File: config.mk
export PLATFORM = sky130hd
export DESIGN_NAME = serial_alu_sequencer
export DESIGN_NICKNAME = d
export VERILOG_FILES = /design/src/rtl/serial_alu_pkg.sv /design/src/rtl/CarryOut_Result1bitALU.sv /design/src/rtl/serial_alu_sequencer.sv
export SDC_FILE = /design/constraint.sdc
export NUM_CORES = 1
export LEC_CHECK = 0
export CAP_MARGIN = 20
export CORE_AREA = 2 2 73 75
export DETAILED_ROUTE_END_ITERATION = 12
export DIE_AREA = 0 0 75 77
export PLACE_DENSITY = 0.71
export SYNTH_ARGS = -nofsm -noshare
export SYNTH_HDL_FRONTEND = slang
export SYNTH_SLANG_ARGS = --single-unit
File: constraint.sdc
create_clock -name clk -period 1.7 [get_ports clk]
set_input_delay 0.255 -clock clk [delete_from_list [all_inputs] [get_ports clk]]
set_output_delay 0.255 -clock clk [all_outputs]
set_load 0.01 [all_outputs]
File: src/rtl/serial_alu_pkg.sv
// Shared types and slice encodings for the bit-serial ALU sequencer.
// Arithmetic ops pick x = a or ~a and y = b, ~b, 0 or 1, then compute x + y + cin.
package serial_alu_pkg;

    typedef enum logic [1:0] {
        IDLE  = 2'd0,
        SHIFT = 2'd1,
        DONE  = 2'd2
    } state_t;

    localparam int DEFAULT_W = 8;

    // mode == 0 (arithmetic)
    localparam logic [2:0] OPSEL_ADD    = 3'd0;  // a + b + cin
    localparam logic [2:0] OPSEL_SUB    = 3'd1;  // a + ~b + cin
    localparam logic [2:0] OPSEL_INC    = 3'd2;  // a + cin
    localparam logic [2:0] OPSEL_DEC    = 3'd3;  // a + all-ones + cin
    localparam logic [2:0] OPSEL_RSUB   = 3'd4;  // ~a + b + cin
    localparam logic [2:0] OPSEL_NSUB   = 3'd5;  // ~a + ~b + cin
    localparam logic [2:0] OPSEL_NEG    = 3'd6;  // ~a + cin
    localparam logic [2:0] OPSEL_NOTDEC = 3'd7;  // ~a + all-ones + cin

    // mode == 1 (logic)
    localparam logic [2:0] OPSEL_AND    = 3'd0;
    localparam logic [2:0] OPSEL_OR     = 3'd1;
    localparam logic [2:0] OPSEL_XOR    = 3'd2;
    localparam logic [2:0] OPSEL_NOR    = 3'd3;
    localparam logic [2:0] OPSEL_NAND   = 3'd4;
    localparam logic [2:0] OPSEL_XNOR   = 3'd5;
    localparam logic [2:0] OPSEL_PASSA  = 3'd6;
    localparam logic [2:0] OPSEL_NOTA   = 3'd7;

    function automatic logic logic_bit(input logic [2:0] op, input logic a, input logic b);
        logic r;
        case (op)
            OPSEL_AND:   r = a & b;
            OPSEL_OR:    r = a | b;
            OPSEL_XOR:   r = a ^ b;
            OPSEL_NOR:   r = ~(a | b);
            OPSEL_NAND:  r = ~(a & b);
            OPSEL_XNOR:  r = ~(a ^ b);
            OPSEL_PASSA: r = a;
            default:     r = ~a;
        endcase
        return r;
    endfunction

endpackage

File: src/rtl/CarryOut_Result1bitALU.sv
// One-bit ALU slice: full adder with operand conditioning, plus a logic unit.
// In logic mode the carry input is passed straight through to cout.
module CarryOut_Result1bitALU
    import serial_alu_pkg::*;
(
    input  logic       OP1,
    input  logic       OP2,
    input  logic       cin,
    input  logic [2:0] opsel,
    input  logic       mode,
    output logic       result,
    output logic       cout
);

    logic x, y;

    always_comb begin
        x = opsel[2] ? ~OP1 : OP1;
        case (opsel[1:0])
            2'b00:   y = OP2;
            2'b01:   y = ~OP2;
            2'b10:   y = 1'b0;
            default: y = 1'b1;
        endcase

        if (mode) begin
            result = logic_bit(opsel, OP1, OP2);
            cout   = cin;
        end else begin
            result = x ^ y ^ cin;
            cout   = (x & y) | (cin & (x ^ y));
        end
    end

endmodule

File: src/rtl/serial_alu_sequencer.sv
// Bit-serial driver around one CarryOut_Result1bitALU slice, LSB first, W+2 cycles per op.
// Define SERIAL_ALU_OVF_EN to add the signed-overflow output.
module serial_alu_sequencer
    import serial_alu_pkg::*;
#(
    parameter int W = DEFAULT_W
)
(
    input  logic         clk,
    input  logic         rst_n,
    input  logic         start,
    input  logic [W-1:0] op_a,
    input  logic [W-1:0] op_b,
    input  logic         cin0,
    input  logic [2:0]   opsel,
    input  logic         mode,
    output logic         busy,
    output logic         done,
    output logic [W-1:0] result,
    output logic         carry_out,
    output logic         zero
`ifdef SERIAL_ALU_OVF_EN
    ,
    output logic         overflow
`endif
);

    localparam int              CW       = (W > 1) ? $clog2(W) : 1;
    localparam logic [CW-1:0]   CNT_LAST = CW'(W - 1);

    state_t        state_q, state_d;
    logic [W-1:0]  a_q, b_q, res_q, res_d, result_q;
    logic [CW-1:0] cnt_q;
    logic [2:0]    opsel_q;
    logic          mode_q, carry_q, carry_out_q, zero_q;
    logic          slice_res, slice_cout, last_bit;
`ifdef SERIAL_ALU_OVF_EN
    logic          cin_msb_q, overflow_q;
`endif

    assign last_bit = (cnt_q == CNT_LAST);

    CarryOut_Result1bitALU u_slice (
        .OP1    (a_q[0]),
        .OP2    (b_q[0]),
        .cin    (carry_q),
        .opsel  (opsel_q),
        .mode   (mode_q),
        .result (slice_res),
        .cout   (slice_cout)
    );

    generate
        if (W == 1) begin : g_res_w1
            assign res_d = slice_res;
        end else begin : g_res_wn
            assign res_d = {slice_res, res_q[W-1:1]};
        end
    endgenerate

    always_ff @(posedge clk or negedge rst_n) begin
        if (!rst_n) state_q <= IDLE;
        else        state_q <= state_d;
    end

    always_comb begin
        state_d = state_q;
        case (state_q)
            IDLE:    if (start)    state_d = SHIFT;
            SHIFT:   if (last_bit) state_d = DONE;
            DONE:                  state_d = IDLE;
            default:               state_d = IDLE;
        endcase
    end

    // The new word is shown straight from the shift register during DONE,
    // then the held copy takes over until the next completion.
    always_comb begin
        busy      = (state_q != IDLE);
        done      = (state_q == DONE);
        result    = result_q;
        carry_out = carry_out_q;
        zero      = zero_q;
`ifdef SERIAL_ALU_OVF_EN
        overflow  = overflow_q;
`endif
        if (state_q == DONE) begin
            result    = res_q;
            carry_out = carry_q;
            zero      = ~|res_q;
`ifdef SERIAL_ALU_OVF_EN
            overflow  = ~mode_q & (cin_msb_q ^ carry_q);
`endif
        end
    end

    always_ff @(posedge clk or negedge rst_n) begin
        if (!rst_n) begin
            a_q         <= '0;
            b_q         <= '0;
            res_q       <= '0;
            cnt_q       <= '0;
            opsel_q     <= '0;
            mode_q      <= 1'b0;
            carry_q     <= 1'b0;
            result_q    <= '0;
            carry_out_q <= 1'b0;
            zero_q      <= 1'b0;
`ifdef SERIAL_ALU_OVF_EN
            cin_msb_q   <= 1'b0;
            overflow_q  <= 1'b0;
`endif
        end else begin
            case (state_q)
                IDLE: begin
                    if (start) begin
                        a_q     <= op_a;
                        b_q     <= op_b;
                        res_q   <= '0;
                        carry_q <= cin0;
                        opsel_q <= opsel;
                        mode_q  <= mode;
                        cnt_q   <= '0;
                    end
                end
                SHIFT: begin
                    a_q     <= a_q >> 1;
                    b_q     <= b_q >> 1;
                    res_q   <= res_d;
                    carry_q <= slice_cout;
                    if (!last_bit) cnt_q <= cnt_q + 1'b1;
`ifdef SERIAL_ALU_OVF_EN
                    if (last_bit) cin_msb_q <= carry_q;
`endif
                end
                DONE: begin
                    result_q    <= res_q;
                    carry_out_q <= carry_q;
                    zero_q      <= ~|res_q;
`ifdef SERIAL_ALU_OVF_EN
                    overflow_q  <= ~mode_q & (cin_msb_q ^ carry_q);
`endif
                end
                default: ;
            endcase
        end
    end

endmodule

==> flow_metrics.py <==
metrics = {
    "status": {
        "status": "finished with violations",
        "violations": "setup timing",
    },
    "logic_synthesis": {
        "synth-async-reset-ratio": 1.00,
        "yosys_warnings": 0,
        "synth_edf_count": 0,
        "syn_area_sq_um": 2070,
        "ys_ff_latch": 44,
        "syn-num-nets": 201,
        "synth_top_flop_cell": "dfrtp_1",
        "synth_top_area_cell": "dfrtp_1",
        "avgSynthCellArea_sq_um": 12.0,
        "ys_top_cells_by_area": "dfrtp_1, mux2_2, mux2i_1, a22o_1, nand2_1",
        "yosysUniqueCellTypes": 38,
        "netlist.area_leader.share": 0.531,
        "synthCells": 172,
        "synth-seq-area-share": 0.531,
    },
    "floorplanning": {
        "pin_count": 36,
        "core_area_sq_um": 4980,
        "chipHeight_um": 77,
        "num_rows": 26,
        "initial_utilization": 0.416,
        "die-area_sq_um": 5780,
        "die_x_um": 75,
    },
    "sta": {
        "final-setup-viol-count": 7,
        "min_period_ns": 1.79,
        "worstMarginPinSlew_ns": 0.502,
        "hold_viol_final": 0,
        "timing.final.ws_setup_ns": -0.0885,
        "final-max-slew-violation-count": 0,
        "max_freq_ghz": 0.559,
        "fin_crit_sh": 1.05,
        "fin_skew_ns": 0.0103,
        "rsz0062_at_grt": "yes",
        "slew_headroom": 0.665,
    },
    "clock_tree": {
        "numClockSinks": 44,
        "clock_latency_ns": 0.31,
        "htree_levels": 2,
        "cts_root_buffer": "clkbuf_8",
        "tritoncts": "yes",
        "clk_pin_slew_ns": 0.09,
        "cts_made_buffers": 5,
        "cts_max_path_buffers": 2,
    },
    "worst_setup_path": {
        "path_class": "flop to flop",
        "r2r_slack_ns": -0.09,
        "startpoint": "opsel_q[1]",
        "r2r_start": "opsel_q[1]",
        "crit_path_top_delay_cell": "fa_1",
        "crit_chain": "nand2b_4 -> xnor2_2 -> fa_1 -> o21ai_2 -> a2111oi_2 -> a211o_1",
        "cp_max_fo": 2,
        "critPathBufInv": 0,
        "arrival_ns": 1.98,
        "cp-end-kind": "flop",
        "max_stage_delay_ns": 0.49,
        "cp_top_family": "compound AO/OA/AOI/OAI gates",
        "cp-start-kind": "flop",
        "required_ns": 1.89,
    },
    "final_layout": {
        "fin_util": 0.571,
        "drive_gt1_frac": 0.335,
        "syn2layout_area_growth_pct": 37.1,
        "num_antenna_cells": 0,
        "instances_no_fill": 300,
        "finalNetCount": 258,
    },
    "placement": {
        "gp_congestion": 0.749,
        "portBuffers": 35,
        "numPlacedInstances": 288,
        "place_ws_ns": -0.0970,
        "place_hpwl_mm": 2.70,
    },
    "detailed_routing": {
        "wl_per_cell_um": 13.6,
        "vias": 1459,
        "via_per_inst": 4.86,
        "drc": 0,
        "drtAntennaViolNets": 0,
        "wl_mm": 4.08,
        "drt_iter0_markers": 115,
        "firstDrtPassIters": 4,
    },
    "power": {
        "fin_total_pwr_mw": 4.92,
        "power.leakage_nw": 1.32,
        "power_density_nw_per_um2": 1730,
        "irDropWorstVdd_mv": 0.708,
    },
    "grt": {
        "antenna_found_initial": 0,
        "grt_pass1_wl_mm": 6.42,
        "grt_use_total": 0.146,
        "grt-ovfl-total": 0,
        "grt_start_max_net_pins": 38,
        "first_global_vias": 1431,
    },
    "job": {
        "drv_cap": 0,
    },
    "hold_path": {
        "hp-class": "primary input to asynchronous set/reset pin",
    },
}
-- path summary, 6_finish.rpt --
kind | to | depth (start not counted)
setup / recovery | res_q[7] | 6
hold / removal | result_q[5] | 2
setup reg to reg | res_q[7] | 6
hold reg to reg | zero_q | 2
max in group asynchronous | opsel_q[1] | 3
min in group clk | zero_q | 2
-- flip-flops by register name, summed over array words and instances, names as in the netlist --
register     cells
state_q          2
cnt_q            3
mode_q           1
zero_q           1
carry_q          1
result_q         8
a_q              8
b_q              8
res_q            8
opsel_q          3
carry_out_q      1
-- power by group --
part / internal [mW] / switching (mW)
Clock: 0.443 / 0.378
Sequential: 1.47 / 0.266
Combinational: 1.29 / 1.08
Total: 3.20 / 1.72
-- logic make-up (layout without fill, tap and decap cells) --
logic type                 after synthesis  in the layout  share of synthesized area
xor gates and xnor gates                 3              3                     0.0127
buffers and inverters                   14             71                     0.0453
AOI/OAI and AO/OA                       38             38                      0.133
DFF                                     44             44                      0.531
muxes                                   27             27                      0.139
and+or+nand+nor                         41             42                      0.105
adders and majority gates                5              5                     0.0338
-- per-layer routing --
layer	part of all wire	global-route usage	wire, um
met5	0	0	0
met4	0.016	0.0536	65
met3	0.043	0.0499	177
met2	0.48	0.224	1960
met1	0.46	0.190	1880
-- cells in the final DEF, fill, tap and decap left out, drive strengths merged, types with 5 or more instances in the layout --
cell type	count
a22o	9
buf	34
clkbuf	6
clkdlybuf4s50	22
dfrtp	44
inv	5
mux2	14
mux2i	13
nand2	18
nor2	6
nor2b	5
o21ai	18
-- stage by stage --
| step | hold WS (ns) | TNS, ns | instance area, sq um |
|---|---|---|---|
| global placement | 0.246 | -0.0454 | 2630 |
| detailed placement | 0.250 | -0.162 | 2630 |
| CTS | 0.454 | -0.228 | 2720 |
| global route | 0.468 | -0.629 | 2840 |
| finish | 0.435 | -0.206 | 2840 |
| floorplan | -0.0406 | -0.0855 | 2070 |
-- Yosys cell counts, types with 2 or more instances --
cell      instances
a22o_1            9
o21ai_2           7
inv_1             4
a21oi_1           4
ha_1              4
o21ai_0           5
nor2_1            6
buf_2             3
nor4_1            2
nand2_1          18
xnor2_1           2
nand2b_1          3
buf_6             3
nor2b_1           4
mux2i_1          13
o21ai_1           6
mux2_2           14
clkbuf_1          2
dfrtp_1          44
-- final cells by class --
| class | count | area, sq um |
|---|---|---|
| inverters | 4 | 15.0 |
| repair buffers | 59 | 561 |
| clock buffers | 5 | 68.8 |
| multi-input cells | 115 | 961 |
| flip-flops and latches | 44 | 1100 |
| fillers | 419 | 2140 |
| well taps | 70 | 87.6 |
| clock inverters | 3 | 46.3 |
-- what timing repair did --
action,4_1_cts,5_1_grt
gates cloned,0,1
hold buffers,1,0
endpoints found under the setup margin,13,12
resized for setup,41,29
buffers inserted,0,3
pin swaps,1,6
endpoints found under the hold margin,20,0
Power figures use the tool's default switching activity.
